**src/rtl/engine_set_ops_merge_kernel_pkg.sv**
```systemverilog
`default_nettype none
// ============================================================================
// Module   : engine_set_ops_merge_kernel_pkg
// Brief    : Shared types for the sorted-list set-operation merge kernel.
// Revision : 1.0 - initial release
// ============================================================================
package engine_set_ops_merge_kernel_pkg;

    localparam int c_SET_OPERATION_W = 2;

    typedef enum logic [c_SET_OPERATION_W-1:0] {
        SET_OP_INTERSECT  = 2'd0,
        SET_OP_UNION      = 2'd1,
        SET_OP_DIFFERENCE = 2'd2,
        SET_OP_RESERVED   = 2'd3
    } type_set_operation;

    typedef enum logic [2:0] {
        ST_IDLE    = 3'd0,
        ST_MERGE   = 3'd1,
        ST_DRAIN_A = 3'd2,
        ST_DRAIN_B = 3'd3,
        ST_TERM    = 3'd4,
        ST_DONE    = 3'd5
    } type_merge_state;

    // Reserved code falls through to the intersect rules.
    function automatic logic emits_a_only(input type_set_operation op);
        return (op == SET_OP_UNION) || (op == SET_OP_DIFFERENCE);
    endfunction

    function automatic logic emits_b_only(input type_set_operation op);
        return (op == SET_OP_UNION);
    endfunction

    function automatic logic emits_common(input type_set_operation op);
        return (op != SET_OP_DIFFERENCE);
    endfunction

endpackage
`default_nettype wire

```
**src/rtl/engine_set_ops_merge_output_reg.sv**
```systemverilog
`default_nettype none
// ============================================================================
// Module   : engine_set_ops_merge_output_reg
// Brief    : Single-entry output register; beat held stable until accepted.
// Revision : 1.0 - initial release
// ============================================================================
module engine_set_ops_merge_output_reg
    import engine_set_ops_merge_kernel_pkg::*;
#(
    parameter int DATA_WIDTH = 32
) (
    input  logic                  clk_i,
    input  logic                  rst_i,
    input  logic                  load_i,
    input  logic [DATA_WIDTH-1:0] load_data_i,
    input  logic                  load_last_i,
    input  logic                  out_ready_i,
    output logic                  slot_free_o,
    output logic                  out_valid_o,
    output logic [DATA_WIDTH-1:0] out_data_o,
    output logic                  out_last_o
);

    logic                  valid_q;
    logic [DATA_WIDTH-1:0] data_q;
    logic                  last_q;

    assign slot_free_o = !valid_q || out_ready_i;

    always_ff @(posedge clk_i) begin
        if (rst_i) begin
            valid_q <= 1'b0;
            data_q  <= '0;
            last_q  <= 1'b0;
        end else if (load_i) begin
            valid_q <= 1'b1;
            data_q  <= load_data_i;
            last_q  <= load_last_i;
        end else if (out_ready_i) begin
            valid_q <= 1'b0;
            last_q  <= 1'b0;
        end
    end

    assign out_valid_o = valid_q;
    assign out_data_o  = data_q;
    assign out_last_o  = last_q;

endmodule
`default_nettype wire

```
**src/rtl/engine_set_ops_merge_kernel.sv**
```systemverilog
`default_nettype none
// ============================================================================
// Module   : engine_set_ops_merge_kernel
// Brief    : Merges two sorted lists into INTERSECT / UNION / DIFFERENCE plus a
//            count terminator. Optional macro SET_OPS_MERGE_KERNEL_STATS_EN
//            enables the compare-step counter.
// Revision : 1.0 - initial release
// ============================================================================
module engine_set_ops_merge_kernel
    import engine_set_ops_merge_kernel_pkg::*;
#(
    parameter int DATA_WIDTH = 32,
    parameter int ID_ENGINE  = 0
) (
    input  logic                  ap_clk,
    input  logic                  areset,
    input  logic                  cfg_valid,
    output logic                  cfg_ready,
    input  logic [1:0]            cfg_set_operation,
    input  logic                  a_valid,
    output logic                  a_ready,
    input  logic [DATA_WIDTH-1:0] a_data,
    input  logic                  a_last,
    input  logic                  a_null,
    input  logic                  b_valid,
    output logic                  b_ready,
    input  logic [DATA_WIDTH-1:0] b_data,
    input  logic                  b_last,
    input  logic                  b_null,
    output logic                  out_valid,
    input  logic                  out_ready,
    output logic [DATA_WIDTH-1:0] out_data,
    output logic                  out_last,
    output logic                  done,
    output logic [31:0]           stat_compare_count
);

    if (DATA_WIDTH < 1 || ID_ENGINE < 0) begin : g_param_check
        $error("engine_set_ops_merge_kernel: illegal DATA_WIDTH or ID_ENGINE");
    end

    type_merge_state       state_q, state_d;
    type_set_operation     op_q;
    logic [DATA_WIDTH-1:0] count_q;
    logic                  term_sent_q, term_sent_d;
    logic                  done_q, done_d;

    logic                  a_hv_q, a_hl_q, a_hn_q, a_got_last_q;
    logic [DATA_WIDTH-1:0] a_hd_q;
    logic                  b_hv_q, b_hl_q, b_hn_q, b_got_last_q;
    logic [DATA_WIDTH-1:0] b_hd_q;

    logic                  a_pop, b_pop, a_ready_int, b_ready_int, a_fetch, b_fetch;
    logic                  load, load_last, slot_free, heads_real, cmp_step, cfg_accept;
    logic [DATA_WIDTH-1:0] load_data;

    // Inputs land in head registers so readiness never looks at the peer's valid.
    assign cfg_accept  = (state_q == ST_IDLE) && cfg_valid;
    assign cfg_ready   = (state_q == ST_IDLE) && !areset;
    assign heads_real  = a_hv_q && !a_hn_q && b_hv_q && !b_hn_q;
    assign cmp_step    = (state_q == ST_MERGE) && heads_real && slot_free;
    assign a_ready_int = ((state_q == ST_MERGE) || (state_q == ST_DRAIN_A)) &&
                         !a_got_last_q && (!a_hv_q || a_pop);
    assign b_ready_int = ((state_q == ST_MERGE) || (state_q == ST_DRAIN_B)) &&
                         !b_got_last_q && (!b_hv_q || b_pop);
    assign a_ready     = a_ready_int && !areset;
    assign b_ready     = b_ready_int && !areset;
    assign a_fetch     = a_ready && a_valid;
    assign b_fetch     = b_ready && b_valid;
    assign done        = done_q;

    always_comb begin
        state_d     = state_q;
        a_pop       = 1'b0;
        b_pop       = 1'b0;
        load        = 1'b0;
        load_last   = 1'b0;
        load_data   = a_hd_q;
        done_d      = 1'b0;
        term_sent_d = term_sent_q;
        case (state_q)
            ST_IDLE: begin
                term_sent_d = 1'b0;
                if (cfg_valid) state_d = ST_MERGE;
            end
            ST_MERGE: begin
                if (a_hv_q && a_hn_q) a_pop = 1'b1;
                if (b_hv_q && b_hn_q) b_pop = 1'b1;
                if (cmp_step) begin
                    if (a_hd_q < b_hd_q) begin
                        a_pop = 1'b1;
                        load  = emits_a_only(op_q);
                    end else if (a_hd_q > b_hd_q) begin
                        b_pop     = 1'b1;
                        load      = emits_b_only(op_q);
                        load_data = b_hd_q;
                    end else begin
                        a_pop = 1'b1;
                        b_pop = 1'b1;
                        load  = emits_common(op_q);
                    end
                end
                if (a_pop && a_hl_q && b_pop && b_hl_q) state_d = ST_TERM;
                else if (a_pop && a_hl_q)               state_d = ST_DRAIN_B;
                else if (b_pop && b_hl_q)               state_d = ST_DRAIN_A;
            end
            ST_DRAIN_A: begin
                if (a_hv_q && (a_hn_q || slot_free)) begin
                    a_pop = 1'b1;
                    load  = !a_hn_q && emits_a_only(op_q);
                    if (a_hl_q) state_d = ST_TERM;
                end
            end
            ST_DRAIN_B: begin
                if (b_hv_q && (b_hn_q || slot_free)) begin
                    b_pop     = 1'b1;
                    load      = !b_hn_q && emits_b_only(op_q);
                    load_data = b_hd_q;
                    if (b_hl_q) state_d = ST_TERM;
                end
            end
            ST_TERM: begin
                if (!term_sent_q) begin
                    if (slot_free) begin
                        load        = 1'b1;
                        load_last   = 1'b1;
                        load_data   = count_q;
                        term_sent_d = 1'b1;
                    end
                end else if (out_valid && out_ready && out_last) begin
                    done_d  = 1'b1;
                    state_d = ST_DONE;
                end
            end
            ST_DONE: state_d = ST_IDLE;
            default: state_d = ST_IDLE;
        endcase
    end

    always_ff @(posedge ap_clk) begin
        if (areset) begin
            state_q      <= ST_IDLE;
            op_q         <= SET_OP_INTERSECT;
            count_q      <= '0;
            term_sent_q  <= 1'b0;
            done_q       <= 1'b0;
            a_hv_q       <= 1'b0;
            a_hd_q       <= '0;
            a_hl_q       <= 1'b0;
            a_hn_q       <= 1'b0;
            a_got_last_q <= 1'b0;
            b_hv_q       <= 1'b0;
            b_hd_q       <= '0;
            b_hl_q       <= 1'b0;
            b_hn_q       <= 1'b0;
            b_got_last_q <= 1'b0;
        end else begin
            state_q     <= state_d;
            term_sent_q <= term_sent_d;
            done_q      <= done_d;
            if (cfg_accept) begin
                op_q    <= type_set_operation'(cfg_set_operation);
                count_q <= '0;
            end else if (load && !load_last && (count_q != '1)) begin
                count_q <= count_q + 1'b1;
            end

            if (a_fetch) begin
                a_hv_q <= 1'b1;
                a_hd_q <= a_data;
                a_hl_q <= a_last;
                a_hn_q <= a_null;
            end else if (a_pop) begin
                a_hv_q <= 1'b0;
            end
            if (cfg_accept)            a_got_last_q <= 1'b0;
            else if (a_fetch && a_last) a_got_last_q <= 1'b1;

            if (b_fetch) begin
                b_hv_q <= 1'b1;
                b_hd_q <= b_data;
                b_hl_q <= b_last;
                b_hn_q <= b_null;
            end else if (b_pop) begin
                b_hv_q <= 1'b0;
            end
            if (cfg_accept)            b_got_last_q <= 1'b0;
            else if (b_fetch && b_last) b_got_last_q <= 1'b1;
        end
    end

`ifdef SET_OPS_MERGE_KERNEL_STATS_EN
    logic [31:0] stat_q;
    always_ff @(posedge ap_clk) begin
        if (areset)                             stat_q <= '0;
        else if (cfg_accept)                    stat_q <= '0;
        else if (cmp_step && (stat_q != '1))    stat_q <= stat_q + 32'd1;
    end
    assign stat_compare_count = stat_q;
`else
    assign stat_compare_count = 32'd0;
`endif

    engine_set_ops_merge_output_reg #(
        .DATA_WIDTH (DATA_WIDTH)
    ) u_output_reg (
        .clk_i       (ap_clk),
        .rst_i       (areset),
        .load_i      (load),
        .load_data_i (load_data),
        .load_last_i (load_last),
        .out_ready_i (out_ready),
        .slot_free_o (slot_free),
        .out_valid_o (out_valid),
        .out_data_o  (out_data),
        .out_last_o  (out_last)
    );

endmodule
`default_nettype wire

```
**config.mk**
```make
export PLATFORM = sky130hd
export DESIGN_NAME = engine_set_ops_merge_kernel
export DESIGN_NICKNAME = d
export VERILOG_FILES = /design/src/rtl/engine_set_ops_merge_kernel_pkg.sv /design/src/rtl/engine_set_ops_merge_output_reg.sv /design/src/rtl/engine_set_ops_merge_kernel.sv
export SDC_FILE = /design/constraint.sdc
export NUM_CORES = 1
export LEC_CHECK = 0
export CAP_MARGIN = 20
export CELL_PAD_IN_SITES_DETAIL_PLACEMENT = 1
export CELL_PAD_IN_SITES_GLOBAL_PLACEMENT = 2
export CORE_MARGIN = 1.5
export CORE_UTILIZATION = 29
export DETAILED_ROUTE_END_ITERATION = 12
export PLACE_DENSITY = 0.86
export SYNTH_ARGS = -nofsm -noshare
export SYNTH_HDL_FRONTEND = slang
export SYNTH_SLANG_ARGS = --single-unit
```
**constraint.sdc**
```tcl
create_clock -name ap_clk -period 2.8 [get_ports ap_clk]
set_input_delay 0.56 -clock ap_clk [delete_from_list [all_inputs] [get_ports ap_clk]]
set_output_delay 0.56 -clock ap_clk [all_outputs]
set_load 0.005 [all_outputs]
```
Word level (Yosys, flattened, before mapping)
Cells that the tools add are included.
{"block": "word_totals", "regBits": 145, "inputBits": 76, "word_cells": 145, "out_inout_bits": 70}
{"block": "op_classes", "n_addsub": 1, "n_reduce_logical": 56, "n_lt_le_gt_ge": 2, "n_mux": 50, "bitwise_logic": 2, "eq_ne": 16}
{"cell": "$mux W32", "n": 6}
{"cell": "$pmux W32 S3", "n": 1}
{"cell": "$add A32 B1 Y32 const B", "n": 1}
{"cell": "$gt A32 B32 Y1", "n": 1}
{"cell": "$lt A32 B32 Y1", "n": 1}
{"cell": "$ne A32 B32 Y1 const B", "n": 1}
{"cell": "$logic_and A1 B1 Y1", "n": 31}
{"cell": "$mux W3", "n": 10}
{"cell": "$mux W1", "n": 28}
{"cell": "$pmux W3 S5", "n": 1}
{"cell": "$ne A2 B2 Y1 const B", "n": 6}
{"cell": "$logic_not A1 Y1", "n": 9}
{"cell": "$logic_or A1 B1 Y1", "n": 8}
{"cell": "$reduce_and A8 Y1", "n": 1}
{"cell": "$reduce_bool A2 Y1", "n": 4}
{"cell": "$eq A3 B2 Y1 const B", "n": 2}
{"cell": "$pmux W1 S2", "n": 3}
{"cell": "$ne A2 B1 Y1 const B", "n": 2}
{"cell": "$ne A4 B1 Y1 const B", "n": 1}
{"cell": "$pmux W1 S4", "n": 1}
{"cell": "$eq A3 B1 Y1 const B", "n": 1}
{"cell": "$eq A3 B3 Y1 const B", "n": 1}
{"cell": "$logic_not A3 Y1", "n": 1}
{"cell": "$reduce_or A3 Y1", "n": 1}
{"cell": "other kinds (4)", "n": 5}

Longest topological paths before layout
{"block": "logic_depth", "word_depth": 14, "mapped_depth": 13, "mapped_depth_nobuf": 10}

Hierarchy
A second synthesis with hierarchy kept.
{"block": "unflattened", "hier_cells": 1063, "area_unflattened_um2": 8469.4}
{"module": "engine_set_ops_merge_kernel", "cells_per_inst": 951, "area_per_inst_um2": 7265.7, "instances": 1, "seq_area_each_um2": 2222.1}
{"module": "engine_set_ops_merge_output_reg", "cells_per_inst": 112, "area_per_inst_um2": 1203.7, "instances": 1, "seq_area_each_um2": 680.7}

Worst setup path before layout
OpenSTA, ideal clock, no wires.
{"block": "synth_timing", "kind": "flip-flop to flip-flop", "startpoint": "reg b_hd_q[30]", "endpoint": "reg u_output_reg.data_q[11] (netlist: u_output_reg.out_data_o[11])", "arrival_time_ns": 2.727, "period_less_slack_ns": 2.786, "path_stages_with_launch": 13, "setup_slack_ns": 0.014, "setup_ns": 0.059, "path_cell_list": "dfxtp_1 inv_1 ha_1 a21oi_1 nand2_1 a221o_1 a211o_1 o41ai_2 nor2_1 buf_2 nor2_1 clkbuf_1 a22o_1"}
{"block": "synth_via", "elab_chain_cells": 5, "elab_cells_between_ends": 10}
{"element": "start, declared", "line_no": "engine_set_ops_merge_kernel.sv:51", "text": "logic [DATA_WIDTH-1:0] b_hd_q;"}
{"element": "start signal, assigned", "line_no": "engine_set_ops_merge_kernel.sv:181", "text": "b_hd_q <= b_data;"}
{"element": "$gt A32 B32 Y1", "line_no": "engine_set_ops_merge_kernel.sv:93", "text": "end else if (a_hd_q > b_hd_q) begin"}
{"element": "$mux W1 / $mux W32 (equally long branches)", "line_no": "engine_set_ops_merge_kernel.sv:93"}
{"element": "$mux W1 / $mux W32 (equally long branches)", "line_no": "engine_set_ops_merge_kernel.sv:90", "text": "if (a_hd_q < b_hd_q) begin"}
{"element": "$mux W1 / $mux W32 (equally long branches)", "line_no": "engine_set_ops_merge_kernel.sv:89", "text": "if (cmp_step) begin"}
{"element": "$pmux W1 S4 / $pmux W32 S3 (equally long branches)", "line_no": "engine_set_ops_merge_kernel.sv:81", "text": "case (state_q)"}
{"element": "end signal, assigned", "line_no": "engine_set_ops_merge_output_reg.sv:37", "text": "data_q <= load_data_i;"}
{"element": "end, declared", "line_no": "engine_set_ops_merge_output_reg.sv:25", "text": "logic [DATA_WIDTH-1:0] data_q;"}
Several ways; a longest one is shown, not always the timed one.
A chain may end at the register's enable or synchronous reset.

Worst setup path in the final report
{"block": "layout_timing", "startpoint": "reg b_hd_q[1]", "endpoint": "reg count_q[19]"}
{"block": "layout_via", "elab_chain_cells": 7, "elab_cells_between_ends": 8}
{"element": "$gt A32 B32 Y1", "line_no": "engine_set_ops_merge_kernel.sv:93"}
{"element": "$mux W1", "line_no": "engine_set_ops_merge_kernel.sv:93"}
{"element": "$mux W1 (*)", "line_no": "engine_set_ops_merge_kernel.sv:90"}
{"element": "$mux W1 (*)", "line_no": "engine_set_ops_merge_kernel.sv:89"}
{"element": "$pmux W1 S4 (*)", "line_no": "engine_set_ops_merge_kernel.sv:81"}
{"element": "$logic_and A1 B1 Y1 (*) (2 in series)", "line_no": "engine_set_ops_merge_kernel.sv:164", "text": "end else if (load && !load_last && (count_q != '1)) begin"}
{"element": "end signal, assigned", "line_no": "engine_set_ops_merge_kernel.sv:165", "text": "count_q <= count_q + 1'b1;"}
{"element": "end, declared", "line_no": "engine_set_ops_merge_kernel.sv:44", "text": "logic [DATA_WIDTH-1:0] count_q;"}
Mark *: on every way between the ends. The rest lies on a longest branch, timed or not.

==> reports/qor.csv <==
stage;metric;value;unit
synthesis;ys_seq_area_share;35.5;%
place;gp_congestion;0.845;
final_layout;mostFrequentLayoutCells;184 x buf_4, 115 x dfxtp_1, 110 x clkdlybuf4s50_1;
floorplanning;core;27800;um2
run;max_cap_violations;0;
pwr;p_leak;5.61;nW
floorplanning;fp.dieW;171;um
sta;setup_violations;143;
final_layout;post-route-util;50.7;%
worst_setup_path;critPathCaptureType;flip-flop;
sta;rsz0062_at_grt;true;
sta;layout_setup_ws;-931;ps
clock_tree;cts.sinks;145;
sta;layout_min_cycle_time;3730;ps
route;drt_iter0_markers;821;
synthesis;ys.warnings.count;0;
synthesis;synth-seq-cells;145;
final_layout;syn_to_final_growth;72.2;%
worst_setup_path;crit_path_max_fanout;7;
clock_tree;clock_path_buffers;2;
global_route;grt_pass1_wl;60.1;mm
clock_tree;clk_pin_slew;60;ps
worst_hold_path;hold_class;reg -> reg;
global_route;overflow;0;
clock_tree;tritoncts;done;
sta;fmax;268;MHz
clock_tree;cts-root-buf;clkbuf_16;
synthesis;syn-cell-area;8180;um2
route;drc;0;
synthesis;async_flop_share;0;%
place;dp_slack;-571;ps
global_route;grt_pass1_vias;10200;
global_route;antenna_found_initial;0;
outcome;outcome;finished, violations left;
synthesis;syn_inst;957;
place;hpwl;21.5;mm
pwr;p_total;0.0101;W
route;wl_per_cell;29.1;um
outcome;failed_checks;negative setup slack;
route;antenna_left;0;
route;viasPerCell;6.13;
sta;tns;-93650;ps
sta;worst_slew_pin_slew;960;ps
place;port_buffers;113;
final_layout;seqCellArea;2940;um2
floorplanning;die_area;29200;um2
final_layout;nNetsFinal;1399;
sta;hold_viol;0;
floorplanning;io_pins;146;
final_layout;nFillCells;3047;
synthesis;syn_avg_cell_area;8.55;um2
worst_setup_path;worstPathRequired;3120;ps
worst_setup_path;crit_type;reg -> reg;
worst_setup_path;reg2reg_depth;15;
sta;slew_viol_final;0;
clock_tree;clock_latency;460;ps
pwr;power.density;720;nW/um2
final_layout;diodes;0;
synthesis;synthFlopType;dfxtp_1;
clock_tree;htreeDepth;4;
floorplanning;start_util;29.4;%
worst_setup_path;cp.arrival;4050;ps
pwr;irDropWorstVdd;0.530;mV
synthesis;netlist-cell-type-count;55;
clock_tree;cts_buffers;17;
synthesis;synth_top_area_share;35.5;%
floorplanning;rows;61;
final_layout;multi_input_area;6050;um2
route;drt_wl_total;48.9;mm
synthesis;synthTopCellsByArea;dfxtp_1 35%, mux2i_1 8.7%, a21oi_1 7.0%, ha_1 5.4%, nor2_1 4.4%;
synthesis;synth_area_leader_cell;dfxtp_1;
global_route;grt_max_degree;57;
synthesis;synth_edf_count;0;
sta;finalClockSkew;15.8;ps
route;vias;10300;
global_route;grtUsageTotal;27.5;%
final_layout;drive_above_1_share;41.7;%
worst_setup_path;start_kind;flip-flop;
worst_hold_path;min_path_cells;1;
floorplanning;die_h;171;um
final_layout;mostFrequentLayoutCell;buf_4;
sta;maxSlewHeadroom;35.4;%
sta;finalCritPeriodShare;133;%
route;drtPass1Iterations;5;
clock_tree;hold_buffers;0;
==> power breakdown <==
| part | leakage, nW | internal, W | switching (W) |
|---|---|---|---|
| sequential | 1.19 | 0.00219 | 0.000108 |
| clock | 0.278 | 0.00140 | 0.00105 |
| combinational | 4.15 | 0.00254 | 0.00286 |
==> cells in the mapped netlist (all sizes together) (26+ instances only) <==
master and n:
a21oi 114, a221o 33, a22o 33, a2bb2oi 32, buf 49, clkbuf 47
dfxtp 145, ha 35, inv 39, mux2i 71, nand2 32, nor2 96
o21ai 54, or4 26
==> kinds of logic after synthesis <==
kind of cell	Yosys count	synth area share (%)
DFF	145	35.5
and+or+nand+nor	256	16.1
other	1	0.0458
buffers and inverters	135	8.32
AOI/OAI and AO/OA	314	26.0
muxes	71	8.69
adders and majority gates	35	5.35
==> through the flow <==
| step | hold WS [ps] | cells | area (um2) |
|---|---|---|---|
| 2_1_floorplan | 437 | 988 | 8300 |
| 3_3_place_gp | 461 | 1577 | 11000 |
| 3_5_place_dp | 462 | 1577 | 11000 |
| 4_1_cts | 479 | 1663 | 13100 |
| 5_1_grt | 496 | 1679 | 14100 |
| 6_report | 477 | 1679 | 14100 |
==> state kept, by name (all words and copies together) (netlist names), 2 cells and up <==
| signal | flops |
|---|---|
| a_hd_q | 32 |
| b_hd_q | 32 |
| count_q | 32 |
| op_q | 2 |
| state_q | 3 |
| u_output_reg.out_data_o | 32 |
==> what timing repair did <==
| action | 4_1_cts | 5_1_grt |
|---|---|---|
| setup endpoints to repair | 138 | 141 |
| gates cloned | 19 | 7 |
| resized for setup | 149 | 249 |
| pin swaps | 115 | 84 |
| setup buffers | 37 | 26 |
==> final cells by class <==
cell class	instances	area share, %
Multi-Input combinational cell	708	42.9
Timing Repair Buffer	377	27.6
Sequential cell	145	20.9
Tap cell	378	3.36
Clock buffer	18	3.05
Clock inverter	14	1.17
Inverter	39	1.04
==> routing by layer <==
layer | GRT usage [%] | share of wire, %
met1 | 30.3 | 36
met2 | 47.7 | 48
met3 | 4.90 | 8.0
met4 | 19.6 | 8.3
met5 | 0 | 0
==> path summary, 6_finish.rpt <==
kind | endpoint | slack, ps | from
max | count_q[19] | -930 | b_hd_q[1]
min | u_output_reg.out_data_o[18] | 480 | u_output_reg.out_data_o[18]
max reg2reg | count_q[19] | -930 | b_hd_q[1]
min reg2reg | u_output_reg.out_data_o[18] | 480 | u_output_reg.out_data_o[18]
==> worst max-delay path, cell delays in order (launching register included) <==
cell and delay (ps):
dfxtp_2 350, inv_2 50, ha_4 220, nor2b_4 120
o211ai_1 340, a2111oi_4 170, o41a_1 450, buf_4 180
buf_6 120, buf_6 130, o41ai_4 340, nor2_4 150
buf_6 180, buf_16 140, o31ai_2 530, a21oi_2 120
Note: power is estimated with default switching activity, not from simulation.
